File: config.mk
export PLATFORM = sky130hd
export DESIGN_NAME = uart_tx_scheduler
export DESIGN_NICKNAME = d
export VERILOG_FILES = /design/src/rtl/uart_pkg.sv /design/src/rtl/rr_arbiter.sv /design/src/rtl/uart_tx_scheduler.sv
export SDC_FILE = /design/constraint.sdc
export NUM_CORES = 1
export LEC_CHECK = 0
export ABC_AREA = 1
export BUFFER_PORTS_ARGS = -buffer_cell sky130_fd_sc_hd__buf_2
export CORE_MARGIN = 3
export CORE_UTILIZATION = 25
export CTS_BUF_LIST = sky130_fd_sc_hd__clkbuf_4
export DETAILED_ROUTE_END_ITERATION = 8
export PLACE_DENSITY = 0.57
export SYNTH_ARGS = -nofsm -noshare
export SYNTH_HDL_FRONTEND = slang
export SYNTH_HIERARCHICAL = 1
export SYNTH_SLANG_ARGS = --single-unit
File: constraint.sdc
create_clock -name Clk -period 2.5 [get_ports Clk]
set_input_delay 0.125 -clock Clk [delete_from_list [all_inputs] [get_ports Clk]]
set_output_delay 0.125 -clock Clk [all_outputs]
set_load 0.02 [all_outputs]
File: src/rtl/uart_pkg.sv
// Shared state encoding and baud-rate codes for the UART transmit scheduler.
package uart_pkg;

    typedef enum logic [2:0] {
        IDLE,
        START,
        WAIT_BUSY,
        WAIT_DONE,
        GAP
    } sched_state_e;

    localparam logic [2:0] BAUD_300    = 3'd0;
    localparam logic [2:0] BAUD_1200   = 3'd1;
    localparam logic [2:0] BAUD_4800   = 3'd2;
    localparam logic [2:0] BAUD_9600   = 3'd3;
    localparam logic [2:0] BAUD_19200  = 3'd4;
    localparam logic [2:0] BAUD_38400  = 3'd5;
    localparam logic [2:0] BAUD_57600  = 3'd6;
    localparam logic [2:0] BAUD_115200 = 3'd7;

endpackage

File: src/rtl/rr_arbiter.sv
// Combinational round-robin pick: first asserted request at or after rr_ptr,
// wrapping modulo NUM_REQ. The pointer itself lives in the scheduler.
module rr_arbiter #(
    parameter int NUM_REQ = 4
) (
    input  logic [NUM_REQ-1:0]         req,
    input  logic [$clog2(NUM_REQ)-1:0] rr_ptr,
    output logic [$clog2(NUM_REQ)-1:0] win_idx,
    output logic                       win_valid
);

    localparam int PTR_W = $clog2(NUM_REQ);

    function automatic logic [PTR_W-1:0] wrap_add(input logic [PTR_W-1:0] base, input int off);
        int sum;
        sum = int'(base) + off;
        if (sum >= NUM_REQ) sum = sum - NUM_REQ;
        return PTR_W'(sum);
    endfunction

    // Scan from the farthest offset down so the nearest asserted request wins last.
    always_comb begin
        win_idx   = '0;
        win_valid = 1'b0;
        for (int off = NUM_REQ - 1; off >= 0; off--) begin
            if (req[wrap_add(rr_ptr, off)]) begin
                win_idx   = wrap_add(rr_ptr, off);
                win_valid = 1'b1;
            end
        end
    end

endmodule

File: src/rtl/uart_tx_scheduler.sv
// Round-robin sharing of one UART transmitter with start/busy handshake, baud-tick
// inter-frame gap and idle-only baud changes. Optional WAIT_BUSY timeout: UART_TX_SCHED_TIMEOUT_EN.
module uart_tx_scheduler
    import uart_pkg::*;
#(
    parameter int         NUM_REQ        = 4,
    parameter int         DATA_W         = 8,
    parameter int         GAP_TICKS      = 2,
    parameter logic [2:0] DEFAULT_BAUD   = BAUD_115200,
    parameter int         TIMEOUT_CYCLES = 1024
) (
    input  logic                      Clk,
    input  logic                      reset,
    input  logic [NUM_REQ-1:0]        req,
    input  logic [NUM_REQ*DATA_W-1:0] req_data,
    output logic [NUM_REQ-1:0]        gnt,
    input  logic                      cfg_valid,
    input  logic [2:0]                cfg_baud,
    output logic [2:0]                baud_select,
    input  logic                      tx_tick,
    output logic [DATA_W-1:0]         tx_data,
    output logic                      tx_start,
    input  logic                      tx_busy,
    output logic                      sched_busy,
    output logic                      err_timeout
);

    localparam int PTR_W = $clog2(NUM_REQ);
    localparam int GAP_W = (GAP_TICKS > 0) ? $clog2(GAP_TICKS + 1) : 1;

    sched_state_e        state_q, state_d;
    logic [NUM_REQ-1:0]  gnt_q, gnt_d;
    logic                tx_start_q, tx_start_d;
    logic [DATA_W-1:0]   tx_data_q, tx_data_d;
    logic [2:0]          baud_q, baud_d;
    logic [PTR_W-1:0]    rr_ptr_q, rr_ptr_d;
    logic                cfg_pending_q, cfg_pending_d;
    logic [2:0]          cfg_value_q, cfg_value_d;
    logic [GAP_W-1:0]    gap_q, gap_d;
    logic [PTR_W-1:0]    win_idx;
    logic                win_valid;

`ifdef UART_TX_SCHED_TIMEOUT_EN
    localparam int TO_W = $clog2(TIMEOUT_CYCLES + 1);
    logic [TO_W-1:0] to_cnt_q, to_cnt_d;
    logic            err_q, err_d;
`else
    logic unused_timeout;
    assign unused_timeout = ^TIMEOUT_CYCLES;
`endif

    rr_arbiter #(.NUM_REQ(NUM_REQ)) u_arb (
        .req      (req),
        .rr_ptr   (rr_ptr_q),
        .win_idx  (win_idx),
        .win_valid(win_valid)
    );

    always_comb begin
        state_d       = state_q;
        gnt_d         = '0;
        tx_start_d    = 1'b0;
        tx_data_d     = tx_data_q;
        baud_d        = baud_q;
        rr_ptr_d      = rr_ptr_q;
        cfg_pending_d = cfg_pending_q;
        cfg_value_d   = cfg_value_q;
        gap_d         = gap_q;
`ifdef UART_TX_SCHED_TIMEOUT_EN
        to_cnt_d      = to_cnt_q;
        err_d         = err_q;
`endif
        case (state_q)
            // A pending baud change takes the idle cycle ahead of any request.
            IDLE: begin
                if (cfg_pending_q) begin
                    baud_d        = cfg_value_q;
                    cfg_pending_d = 1'b0;
                end else if (win_valid) begin
                    gnt_d     = NUM_REQ'(1) << win_idx;
                    tx_data_d = req_data[win_idx*DATA_W +: DATA_W];
                    rr_ptr_d  = (win_idx == PTR_W'(NUM_REQ - 1)) ? '0 : win_idx + PTR_W'(1);
                    state_d   = START;
                end
            end
            START: begin
                tx_start_d = 1'b1;
                state_d    = WAIT_BUSY;
`ifdef UART_TX_SCHED_TIMEOUT_EN
                to_cnt_d   = '0;
`endif
            end
            WAIT_BUSY: begin
                if (tx_busy) begin
                    state_d = WAIT_DONE;
`ifdef UART_TX_SCHED_TIMEOUT_EN
                end else if (to_cnt_q == TO_W'(TIMEOUT_CYCLES - 1)) begin
                    err_d   = 1'b1;
                    state_d = IDLE;
                end else begin
                    to_cnt_d = to_cnt_q + TO_W'(1);
`endif
                end
            end
            WAIT_DONE: begin
                if (!tx_busy) begin
                    if (GAP_TICKS == 0) begin
                        state_d = IDLE;
                    end else begin
                        gap_d   = GAP_W'(GAP_TICKS);
                        state_d = GAP;
                    end
                end
            end
            GAP: begin
                if (gap_q == '0) begin
                    state_d = IDLE;
                end else if (tx_tick) begin
                    gap_d = gap_q - GAP_W'(1);
                    if (gap_q == GAP_W'(1)) state_d = IDLE;
                end
            end
            default: state_d = IDLE;
        endcase
        // Captured in every state after the idle clear so a fresh strobe is never lost.
        if (cfg_valid) begin
            cfg_pending_d = 1'b1;
            cfg_value_d   = cfg_baud;
        end
    end

    always_ff @(posedge Clk or posedge reset) begin
        if (reset) begin
            state_q       <= IDLE;
            gnt_q         <= '0;
            tx_start_q    <= 1'b0;
            tx_data_q     <= '0;
            baud_q        <= DEFAULT_BAUD;
            rr_ptr_q      <= '0;
            cfg_pending_q <= 1'b0;
            cfg_value_q   <= '0;
            gap_q         <= '0;
`ifdef UART_TX_SCHED_TIMEOUT_EN
            to_cnt_q      <= '0;
            err_q         <= 1'b0;
`endif
        end else begin
            state_q       <= state_d;
            gnt_q         <= gnt_d;
            tx_start_q    <= tx_start_d;
            tx_data_q     <= tx_data_d;
            baud_q        <= baud_d;
            rr_ptr_q      <= rr_ptr_d;
            cfg_pending_q <= cfg_pending_d;
            cfg_value_q   <= cfg_value_d;
            gap_q         <= gap_d;
`ifdef UART_TX_SCHED_TIMEOUT_EN
            to_cnt_q      <= to_cnt_d;
            err_q         <= err_d;
`endif
        end
    end

    assign gnt         = gnt_q;
    assign tx_start    = tx_start_q;
    assign tx_data     = tx_data_q;
    assign baud_select = baud_q;
    assign sched_busy  = (state_q != IDLE) || cfg_pending_q;
`ifdef UART_TX_SCHED_TIMEOUT_EN
    assign err_timeout = err_q;
`else
    assign err_timeout = 1'b0;
`endif

endmodule

==> results of run 1 <==
-- layer usage --
| metal | wire length (µm) | vias to the layer above |
|---|---|---|
| li1 | - | 886 |
| met1 | 1868 | 780 |
| met2 | 2018 | 41 |
| met3 | 272 | 2 |
| met4 | 10 | 0 |
| met5 | 0 | - |
-- critical path, stage by stage, from the launching register on --
cell and delay [ns]:
dfrtp_1 0.61, nand2_1 0.13, and2_4 0.18, nand2_2 0.06
nand2_2 0.05, inv_2 0.05, nand2_1 0.04, nand2_1 0.05
nand2_1 0.07, inv_1 0.39, ha_1 0.32, nand2_1 0.06
nand2_1 0.05
-- layout by cell type (no fill, tap or decap) --
master / instances
o21ai_0: 19
ha_1: 6
nand4_1: 5
nand2_1: 80
o21ai_1: 2
nor2_1: 23
o21ai_2: 1
nand3_1: 16
nand3_2: 1
inv_2: 6
nor2_4: 2
nor2_2: 4
buf_2: 60
and2_4: 1
clkinv_2: 1
dfstp_2: 3
o22ai_1: 8
buf_4: 3
dlygate4sd3_1: 4
conb_1: 1
inv_1: 25
inv_4: 1
dfrtp_1: 24
clkbuf_4: 3
nand2_2: 7
-- logic make-up after synthesis --
| group | count (synthesis) | share of synthesized area |
|---|---|---|
| flops | 27 | 0.3969 |
| fa+ha+maj | 6 | 0.04386 |
| simple gates | 139 | 0.3553 |
| compound gates | 30 | 0.09576 |
| other cells | 1 | 0.002191 |
| buf+inv | 39 | 0.1060 |
-- stage by stage --
step                      instances  hold slack, ns  total power, mW  setup slack, ns
after floorplan                 242          0.1755            2.136           0.5573
after global placement          375          0.2223            2.505           0.4534
after detailed placement        375          0.2263            2.546           0.3879
after CTS                       383         0.01389            2.751           0.3676
after global routing            383         0.03654            3.050           0.1491
final                           383         0.02512            2.713           0.3578
-- repair_timing --
item | CTS | global route
hold endpoints to repair | 27 | 0
hold buffers | 4 | 0
gates resized for setup | 0 | 0
-- power by group --
part / internal [mW] / leakage, nW / switching (mW)
sequential: 0.624 / 0.334 / 0.149
clock: 0.0600 / 0.0177 / 0.132
combinational: 0.615 / 0.877 / 1.13
total: 1.30 / 1.23 / 1.41
-- area by class of cell --
type                            count  area, µm²  share of cell area
Sequential cell                    27      679.4              0.3175
Multi-Input combinational cell    176      850.8              0.3977
Tap cell                           77      96.34             0.04503
Clock buffer                        3      22.52             0.01053
Clock inverter                      1      5.005            0.002339
Timing Repair Buffer               67      362.8              0.1696
Inverter                           32      122.6             0.05731
-- final timing paths --
path	startpoint	end	slack (ns)
worst min register to register	baud_select[0]	baud_select[0]	0.48
worst max-delay path	rr_ptr_q[0]	rr_ptr_q[1]	0.36
worst min-delay path	cfg_valid	cfg_value_q[1]	0.03
worst max register to register	rr_ptr_q[0]	rr_ptr_q[1]	0.36
min in group asynchronous	reset	gap_q[0]	0.38
max in group asynchronous	reset	baud_select[2]	1.81
-- flip-flops by register name, summed over array words and instances (netlist names) --
| signal | flops |
|---|---|
| gnt | 4 |
| rr_ptr_q | 2 |
| cfg_value_q | 3 |
| state_q | 3 |
| tx_data | 8 |
| baud_select | 3 |
| tx_start | 1 |
| cfg_pending_q | 1 |
| gap_q | 2 |
==> run_results.csv, run 1 <==
group,metric,value,unit
place,placed_cell_area,2072,µm²
sta,maxSlewViolCount,0,
cells_and_area,utilization,0.3294,
detailed_routing,drc,0,
cts,insertion_delay,0.32,ns
cells_and_area,area_growth,25.00,%
sta,slew_headroom,0.6547,
yosys,synth_top_cell_by_area,"dfrtp_1",
detailed_routing,drt_wl_total,4169,µm
place,gp_congestion,0.7680,
yosys,synth.area.top_cells,"dfrtp_1 35%, nand2_1 18%, o21ai_0 5.6%",
yosys,async_reset_ff_frac,1.000,
cts,numCtsBuffers,3,
worst_setup_path,start_kind,"flop",
global_route,grt_pass1_vias,1641,
yosys,ys_seq_area_frac,0.3969,
global_route,gr-usage-met3,0.02607,
yosys,yosys-top-cells-count,"80 x nand2_1, 25 x inv_1, 24 x dfrtp_1",
floorplan,coreArea,6495,µm²
yosys,ys_ff_latch,27,
sta,max_freq,466.8,MHz
global_route,met1_usage,0.1339,
yosys,yosysMostFrequentCell,"nand2_1",
detailed_routing,ant_nets,0,
floorplan,dieArea,7876,µm²
cts,cts_setup_buffers,0,
cts,clockRootBuffer,"clkbuf_4",
yosys,synth_edf_count,0,
cells_and_area,drive_above_1_share,0.3039,
cts,cts_tree,"built",
floorplan,die_h,88.75,µm
cells_and_area,nets,357,
floorplan,die_width,88.75,µm
detailed_routing,drt-wirelength-per-cell,10.89,µm
power_and_ir_drop,power.density,1268,nW/µm²
global_route,grt_busiest_layer,"met2",
worst_setup_path,path_max_fanout,19,
worst_hold_path,hold_depth,3,
sta,tns,0,ns
global_route,antenna_found_initial,0,
global_route,use_met2,0.1991,
run_status,status,"completed",
worst_setup_path,critical_path_class,"reg2reg",
floorplan,core.rowCount,29,
global_route,grt_overflow_total,0,
global_route,grt.total_usage,0.1110,
global_route,grt_start_max_net_pins,28,
detailed_routing,dr.pass1.iters,4,
worst_setup_path,endpoint_kind,"flop",
worst_setup_path,cp_data_required_time,2.74,ns
yosys,ys_warn_count,6,
yosys,synth_top_area_frac,0.3509,
yosys,ys.flop_type,"dfrtp_1",
detailed_routing,drt_iter0_drc,50,
sta,rsz0062_at_grt,"false",
cts,cts.clk_slew.worst_paths,0.15,ns
yosys,syn_area_per_cell,7.073,µm²
power_and_ir_drop,ir_drop,0.4267,mV
cells_and_area,diodes,0,
worst_setup_path,rr_worst_depth,12,
yosys,syn-instance-count,242,
place,io_buffers,60,
cts,clkSinkCount,27,
sta,fin_crit_sh,0.8569,
cts,h-tree-depth,1,
floorplan,ios,62,
sta,hold_viol,0,
cts,cts.path.max_buffers,2,
flow_run,cap_violations,0,
yosys,synthDistinctLibCells,23,
worst_hold_path,hold_class,"in2reg",
sta,tightest_slew,0.5174,ns
yosys,synth_fp_nets,292,
cells_and_area,fin_area,2140,µm²
worst_setup_path,cp.arrival,2.38,ns
power_and_ir_drop,p_leak,1.228,nW
sta,setup_viol,0,
yosys,synth_area,1712,µm²
global_route,grt_pass1_wl,7003,µm
detailed_routing,viasPerCell,4.462,
sta,min_period,2.142,ns
detailed_routing,dr_total_vias,1709,
sta,skew,0.003494,ns
place,hpwl,3244,µm
cells_and_area,fillers,726,
floorplan,start_util,0.2635,
Note: power is estimated with default switching activity, not from simulation.
==> run 2, diff against run 1 <==
Settings changed: RECOVER_POWER set to 100.
==> run 2 against run 1 <==
- first-iteration DRC count is 6.0% lower
- non-clock buffer count unchanged
- core utilization is 0.62 points lower
- clock power about the same
- global-route usage did not move
- wire length grew 1.0%
- via count up 0.41%
- total power is 2.4% lower
- sequential share of layout area rose by 0.61 points
- cell count did not move
- clock-buffer cell count did not move
- worst hold slack worse by 0.00068 ns
- critical path type unchanged
==> run_results.csv, run 2 (synthesis gave the netlist of run 1 again) <==
group,metric,value,unit
run_status,status,"completed",
cells_and_area,fin_area,2100,µm²
detailed_routing,dr.pass1.iters,4,
global_route,antenna_found_initial,0,
worst_hold_path,worst_hold_path.endpoint,"cfg_value_q[1]",
cts,clockRootBuffer,"clkbuf_4",
cts,h-tree-depth,1,
cells_and_area,diodes,0,
worst_setup_path,rr_worst_depth,12,
flow_run,cap_violations,0,
place,io_buffers,60,
cts,insertion_delay,0.32,ns
detailed_routing,drt-wirelength-per-cell,10.99,µm
global_route,grt_pass1_wl,7003,µm
power_and_ir_drop,power_switching,1.404,mW
worst_setup_path,endpoint_kind,"flop",
sta,tightest_slew,1.487,ns
detailed_routing,ant_nets,0,
cells_and_area,layout_commonest_cell,"nand2_1",
sta,slew_headroom,0.008533,
power_and_ir_drop,power.density,1260,nW/µm²
detailed_routing,drt_wl_total,4211,µm
power_and_ir_drop,comb_power_share,0.637,
sta,max_freq,458.1,MHz
cts,cts.path.max_buffers,2,
cells_and_area,largest_reg_flops,8,
sta,hold_viol,0,
power_and_ir_drop,seqPwrFrac,0.291,
place,placed_cell_area,2072,µm²
worst_setup_path,reg2reg_from,"rr_ptr_q[0]",
global_route,grt_start_max_net_pins,28,
global_route,grt_overflow_total,0,
floorplan,coreArea,6495,µm²
floorplan,dieArea,7876,µm²
cts,cts_resized,0,
worst_setup_path,path_max_fanout,19,
cells_and_area,nets,357,
worst_setup_path,ff2ff_setup_slack,0.32,ns
detailed_routing,dr_total_vias,1716,
cells_and_area,final_cell_mix,"80 x nand2_1, 43 x buf_2, 27 x inv_1",
sta,setup_viol,0,
cts,clkSinkCount,27,
floorplan,ios,62,
worst_hold_path,hold_depth,3,
power_and_ir_drop,p_int,1.242,mW
sta,maxSlewViolCount,0,
power_and_ir_drop,swShare,0.5307,
detailed_routing,viasPerCell,4.480,
cts,cts_setup_buffers,0,
detailed_routing,drt_iter0_drc,47,
global_route,grt.total_usage,0.1110,
floorplan,die_h,88.75,µm
worst_setup_path,crit_start,"rr_ptr_q[0]",
power_and_ir_drop,p_leak,1.164,nW
worst_setup_path,critical_path_class,"reg2reg",
worst_hold_path,holdCritStartpoint,"cfg_valid",
global_route,grt_pass1_vias,1641,
sta,skew,0.004855,ns
worst_setup_path,start_kind,"flop",
floorplan,start_util,0.2635,
cells_and_area,area_growth,22.66,%
sta,rsz0062_at_grt,"false",
power_and_ir_drop,p_clk_frac,0.073,
cts,cts.clk_slew.worst_paths,0.15,ns
place,gp_congestion,0.7680,
worst_setup_path,cp.arrival,2.42,ns
floorplan,core.rowCount,29,
worst_setup_path,cp_data_required_time,2.74,ns
sta,fin_crit_sh,0.8732,
floorplan,die_width,88.75,µm
cts,cts_tree,"built",
power_and_ir_drop,ir_drop,0.4228,mV
cells_and_area,drive_above_1_share,0.2288,
worst_hold_path,hold_class,"in2reg",
cts,numCtsBuffers,3,
detailed_routing,drc,0,
place,hpwl,3244,µm
sta,tns,0,ns
worst_setup_path,reg2reg_to,"rr_ptr_q[1]",
sta,min_period,2.183,ns
## run 2: changes by cell type in the layout (fill, tap and decap cells not counted), moves of 2 or more
cell,delta
inv_1,+2
buf_2,-17
inv_2,-2
clkbuf_1,+18
buf_4,-2
nor2_1,+2
## run 2: critical path: stages (launching register included)
cell     delay, ns
dfrtp_1       0.61
nand2_1       0.12
and2_0        0.20
nand2_2       0.08
nand2_2       0.04
inv_1         0.07
nand2_1       0.05
nand2_1       0.05
nand2_1       0.06
inv_1         0.39
ha_1          0.32
nand2_1       0.06
nand2_1       0.05
## run 2: cell type report
cell class	count	area (µm²)
flip-flops and latches	27	679.4
repair buffers	67	335.3
clock buffers	3	22.52
multi-input cells	176	838.3
well taps	77	96.34
inverters	32	122.6
fillers	725	4395
clock inverters	1	5.005
## run 2: timing repair
action,CTS,global route
setup endpoints to repair,0,0
hold buffers,4,0
hold endpoints to repair,27,0
## run 2: how the worst max path moves through the flow
stage             endpoint  slack [ns]
3_5_place_dp   rr_ptr_q[1]        0.39
3_3_place_gp   rr_ptr_q[1]        0.45
4_1_cts        rr_ptr_q[1]        0.37
2_1_floorplan  rr_ptr_q[1]        0.56
6_report       rr_ptr_q[1]        0.32
5_1_grt         tx_data[3]        0.09
## run 2: stage by stage
| step | power, mW | setup WS [ns] | hold WS, ns | utilization | instances |
|---|---|---|---|---|---|
| final | 2.646 | 0.3171 | 0.02445 | 0.3233 | 383 |
| after global routing | 2.980 | 0.09339 | 0.03654 | 0.3233 | 383 |
| after CTS | 2.751 | 0.3676 | 0.01389 | 0.3294 | 383 |
| after detailed placement | 2.546 | 0.3879 | 0.2263 | 0.3190 | 375 |
| after global placement | 2.505 | 0.4534 | 0.2223 | 0.3190 | 375 |
| after floorplan | 2.136 | 0.5573 | 0.1755 | - | 242 |
## run 2: per-layer routing
layer  part of all wire  global-route usage  vias up
li1                   -                   -      886
met1               0.45              0.1339      783
met2               0.48              0.1991       45
met3              0.068             0.02607        2
met4             0.0024             0.02473        0
met5                  0                   0        -
## run 2: power by group through the flow
| stage | sequential [mW] | clock, mW | combinational (mW) |
|---|---|---|---|
| final | 0.769 | 0.192 | 1.69 |
| after global routing | 0.801 | 0.219 | 1.96 |
| after CTS | 0.778 | 0.203 | 1.77 |
| after detailed placement | 0.786 | 0 | 1.76 |
| after global placement | 0.780 | 0 | 1.73 |
| after floorplan | 0.860 | 0 | 1.28 |
==> run 3, diff against run 2 <==
--- a/config.mk
+++ b/config.mk
@@ -8,4 +8,5 @@
 export ABC_AREA = 1
 export BUFFER_PORTS_ARGS = -buffer_cell sky130_fd_sc_hd__buf_2
+export CAP_MARGIN = 20
 export CORE_MARGIN = 3
 export CORE_UTILIZATION = 25
==> constraint.sdc (replaced) <==
create_clock -name Clk -period 2.5 [get_ports Clk]
set_input_delay 0.25 -clock Clk [delete_from_list [all_inputs] [get_ports Clk]]
set_output_delay 0.25 -clock Clk [all_outputs]
set_load 0.02 [all_outputs]
==> run 3 against run 2 <==
- non-clock buffer count is 3 lower
- critical endpoint unchanged
- final area is 1.1% lower
- sequential share of layout area is 0.37 points higher
- the run now ends with max-capacitance violations, max-slew violations left
- critical path type unchanged
- largest cell class unchanged
- worst setup slack better by 0.052 ns
- total power is 0.31% lower
- register-to-register slack better by 0.05 ns
- critical path depth stayed put
- clock power is 6% higher
==> run_results.csv, run 3 (synthesis gave the netlist of run 1 again) <==
group,metric,value,unit
cells_and_area,multiInputGateArea,840.8,µm²
worst_setup_path,endpoint_kind,"flop",
cts,clockRootBuffer,"clkbuf_4",
detailed_routing,drt_iter0_drc,70,
cells_and_area,final_cell_mix,"80 x nand2_1, 44 x buf_2, 26 x inv_1",
cts,cts.clk_slew.worst_paths,0.16,ns
global_route,grt_overflow_total,0,
worst_setup_path,cpMostUsedCell,"nand2_1",
sta,rsz0062_at_grt,"false",
floorplan,dieArea,7876,µm²
floorplan,die_h,88.75,µm
detailed_routing,drt-wirelength-per-cell,10.78,µm
floorplan,core.rowCount,29,
sta,hold_viol,0,
worst_setup_path,crit_chain,"nand2_1, and2_0, nand2_2, nand2_2, inv_2, nand2_1, nand2_1, nand2_1, inv_1, ha_1, nand2_1, nand2_1",
power_and_ir_drop,p_clk_frac,0.077,
detailed_routing,drt_wl_total,4098,µm
place,placed_cells,375,
cts,clkSinkCount,27,
run_status,failed_checks,"max-capacitance violations, max-slew violations",
global_route,grt_start_max_net_pins,28,
power_and_ir_drop,ir_drop,0.3851,mV
place,hpwl,3145,µm
sta,min_period,2.131,ns
cells_and_area,layout_commonest_cell,"nand2_1",
power_and_ir_drop,finalPower,2.638,mW
detailed_routing,viasPerCell,4.371,
cts,cts_setup_buffers,0,
run_status,status,"finished, violations left",
sta,tns,0,ns
cells_and_area,diodes,0,
power_and_ir_drop,power_switching,1.396,mW
worst_setup_path,cpPeakStageDelay,0.60,ns
cells_and_area,area_growth,21.27,%
cells_and_area,fin_cells,380,
cells_and_area,utilization,0.3196,
worst_setup_path,cp_data_required_time,2.74,ns
cts,insertion_delay,0.34,ns
cells_and_area,nets,354,
cells_and_area,drive_above_1_share,0.2376,
power_and_ir_drop,seqPwrFrac,0.289,
worst_setup_path,path_max_fanout,19,
place,gp_congestion,0.7411,
worst_setup_path,cp_slowest_cell,"dfrtp_1",
worst_hold_path,hold_class,"in2reg",
power_and_ir_drop,power.density,1271,nW/µm²
worst_hold_path,holdCritStartpoint,"cfg_baud[2]",
cts,hold_buffers,1,
flow_run,cap_violations,1,
worst_setup_path,crit_start,"rr_ptr_q[0]",
floorplan,die_width,88.75,µm
detailed_routing,dr_total_vias,1661,
cells_and_area,fillers,722,
worst_setup_path,start_kind,"flop",
sta,slew_headroom,-0.03049,
floorplan,coreArea,6495,µm²
worst_setup_path,reg2reg_from,"rr_ptr_q[0]",
sta,setup_viol,0,
cells_and_area,largest_reg_flops,8,
sta,tightest_slew,1.546,ns
power_and_ir_drop,p_leak,1.150,nW
detailed_routing,drc,0,
cells_and_area,seqCellArea,679.4,µm²
cts,cts_tree,"built",
floorplan,start_util,0.2635,
floorplan,ios,62,
global_route,antenna_found_initial,0,
global_route,grt_pass1_vias,1545,
cts,numCtsBuffers,3,
sta,maxSlewViolCount,28,
detailed_routing,dr.pass1.iters,5,
global_route,grt.total_usage,0.1070,
detailed_routing,ant_nets,0,
worst_setup_path,cp.arrival,2.37,ns
cts,cts_resized,0,
power_and_ir_drop,comb_power_share,0.634,
global_route,grt_pass1_wl,6803,µm
worst_setup_path,critical_path_class,"reg2reg",
place,io_buffers,60,
cts,cts.path.max_buffers,2,
sta,skew,0.01054,ns
cts,h-tree-depth,1,
power_and_ir_drop,p_int,1.242,mW
power_and_ir_drop,swShare,0.5293,
sta,max_freq,469.3,MHz
sta,fin_crit_sh,0.8523,
[run 3: cell count changes in the layout (fill, tap and decap cells not counted)]
cell	change
buf_2	+1
clkbuf_1	-1
clkinv_2	-1
clkinvlp_4	+1
dfstp_1	+1
dfstp_2	-1
dlygate4sd3_1	-3
inv_1	-1
inv_2	+1
nor2_1	-1
nor2_2	+1
[run 3: worst max-delay path, delay by kind of cell (launching register included)]
| family | cells | cell delay, ns |
|---|---|---|
| flip-flops | 1 | 0.60 |
| AND/OR/NAND/NOR | 9 | 0.71 |
| adder cells (fa/ha/maj) | 1 | 0.32 |
| buffers and inverters | 2 | 0.43 |
[run 3: final cells by class]
cell class,instances,share of cell area
clock buffer,3,0.01085
timing repair buffer,64,0.1477
clock inverter,1,0.003617
multi-input combinational,176,0.4051
sequential,27,0.3273
inverter,32,0.05907
tap,77,0.04641
[run 3: path summary, 6_finish.rpt]
path / to / slack, ns / cells after the start
max reg2reg: rr_ptr_q[1] / 0.37 / 12
min reg2reg: baud_select[1] / 0.48 / 2
max: rr_ptr_q[1] / 0.37 / 12
max in group asynchronous: tx_data[4] / 0.64 / 4
min: cfg_value_q[2] / 0.1 / 3
min in group asynchronous: gap_q[0] / 0.96 / 4
[run 3: routing by layer]
metal | part of all wire | track usage | wire (µm) | vias up
met5 | 0 | 0 | 0 | -
met4 | 0.0041 | 0.02060 | 17 | 0
met3 | 0.070 | 0.03445 | 286 | 2
met2 | 0.47 | 0.1721 | 1925 | 49
met1 | 0.46 | 0.1415 | 1869 | 732
li1 | - | - | - | 878
[run 3: power by group through the flow]
stage / logic [mW] / registers (mW) / clock network (mW)
2_1_floorplan: 1.28 / 0.860 / 0
3_3_place_gp: 1.73 / 0.780 / 0
3_5_place_dp: 1.74 / 0.781 / 0
4_1_cts: 1.75 / 0.774 / 0.218
5_1_grt: 1.96 / 0.794 / 0.234
6_report: 1.67 / 0.763 / 0.204
[run 3: per-stage QoR]
step / instance area (µm²) / worst slack, ns / hold slack [ns]
after floorplan: 1712 / 0.5573 / 0.3005
after global placement: 2072 / 0.4594 / 0.3471
after detailed placement: 2072 / 0.3986 / 0.3496
after CTS: 2112 / 0.3714 / 0.07777
after global routing: 2076 / 0.05721 / 0.08298
final: 2076 / 0.3693 / 0.09534
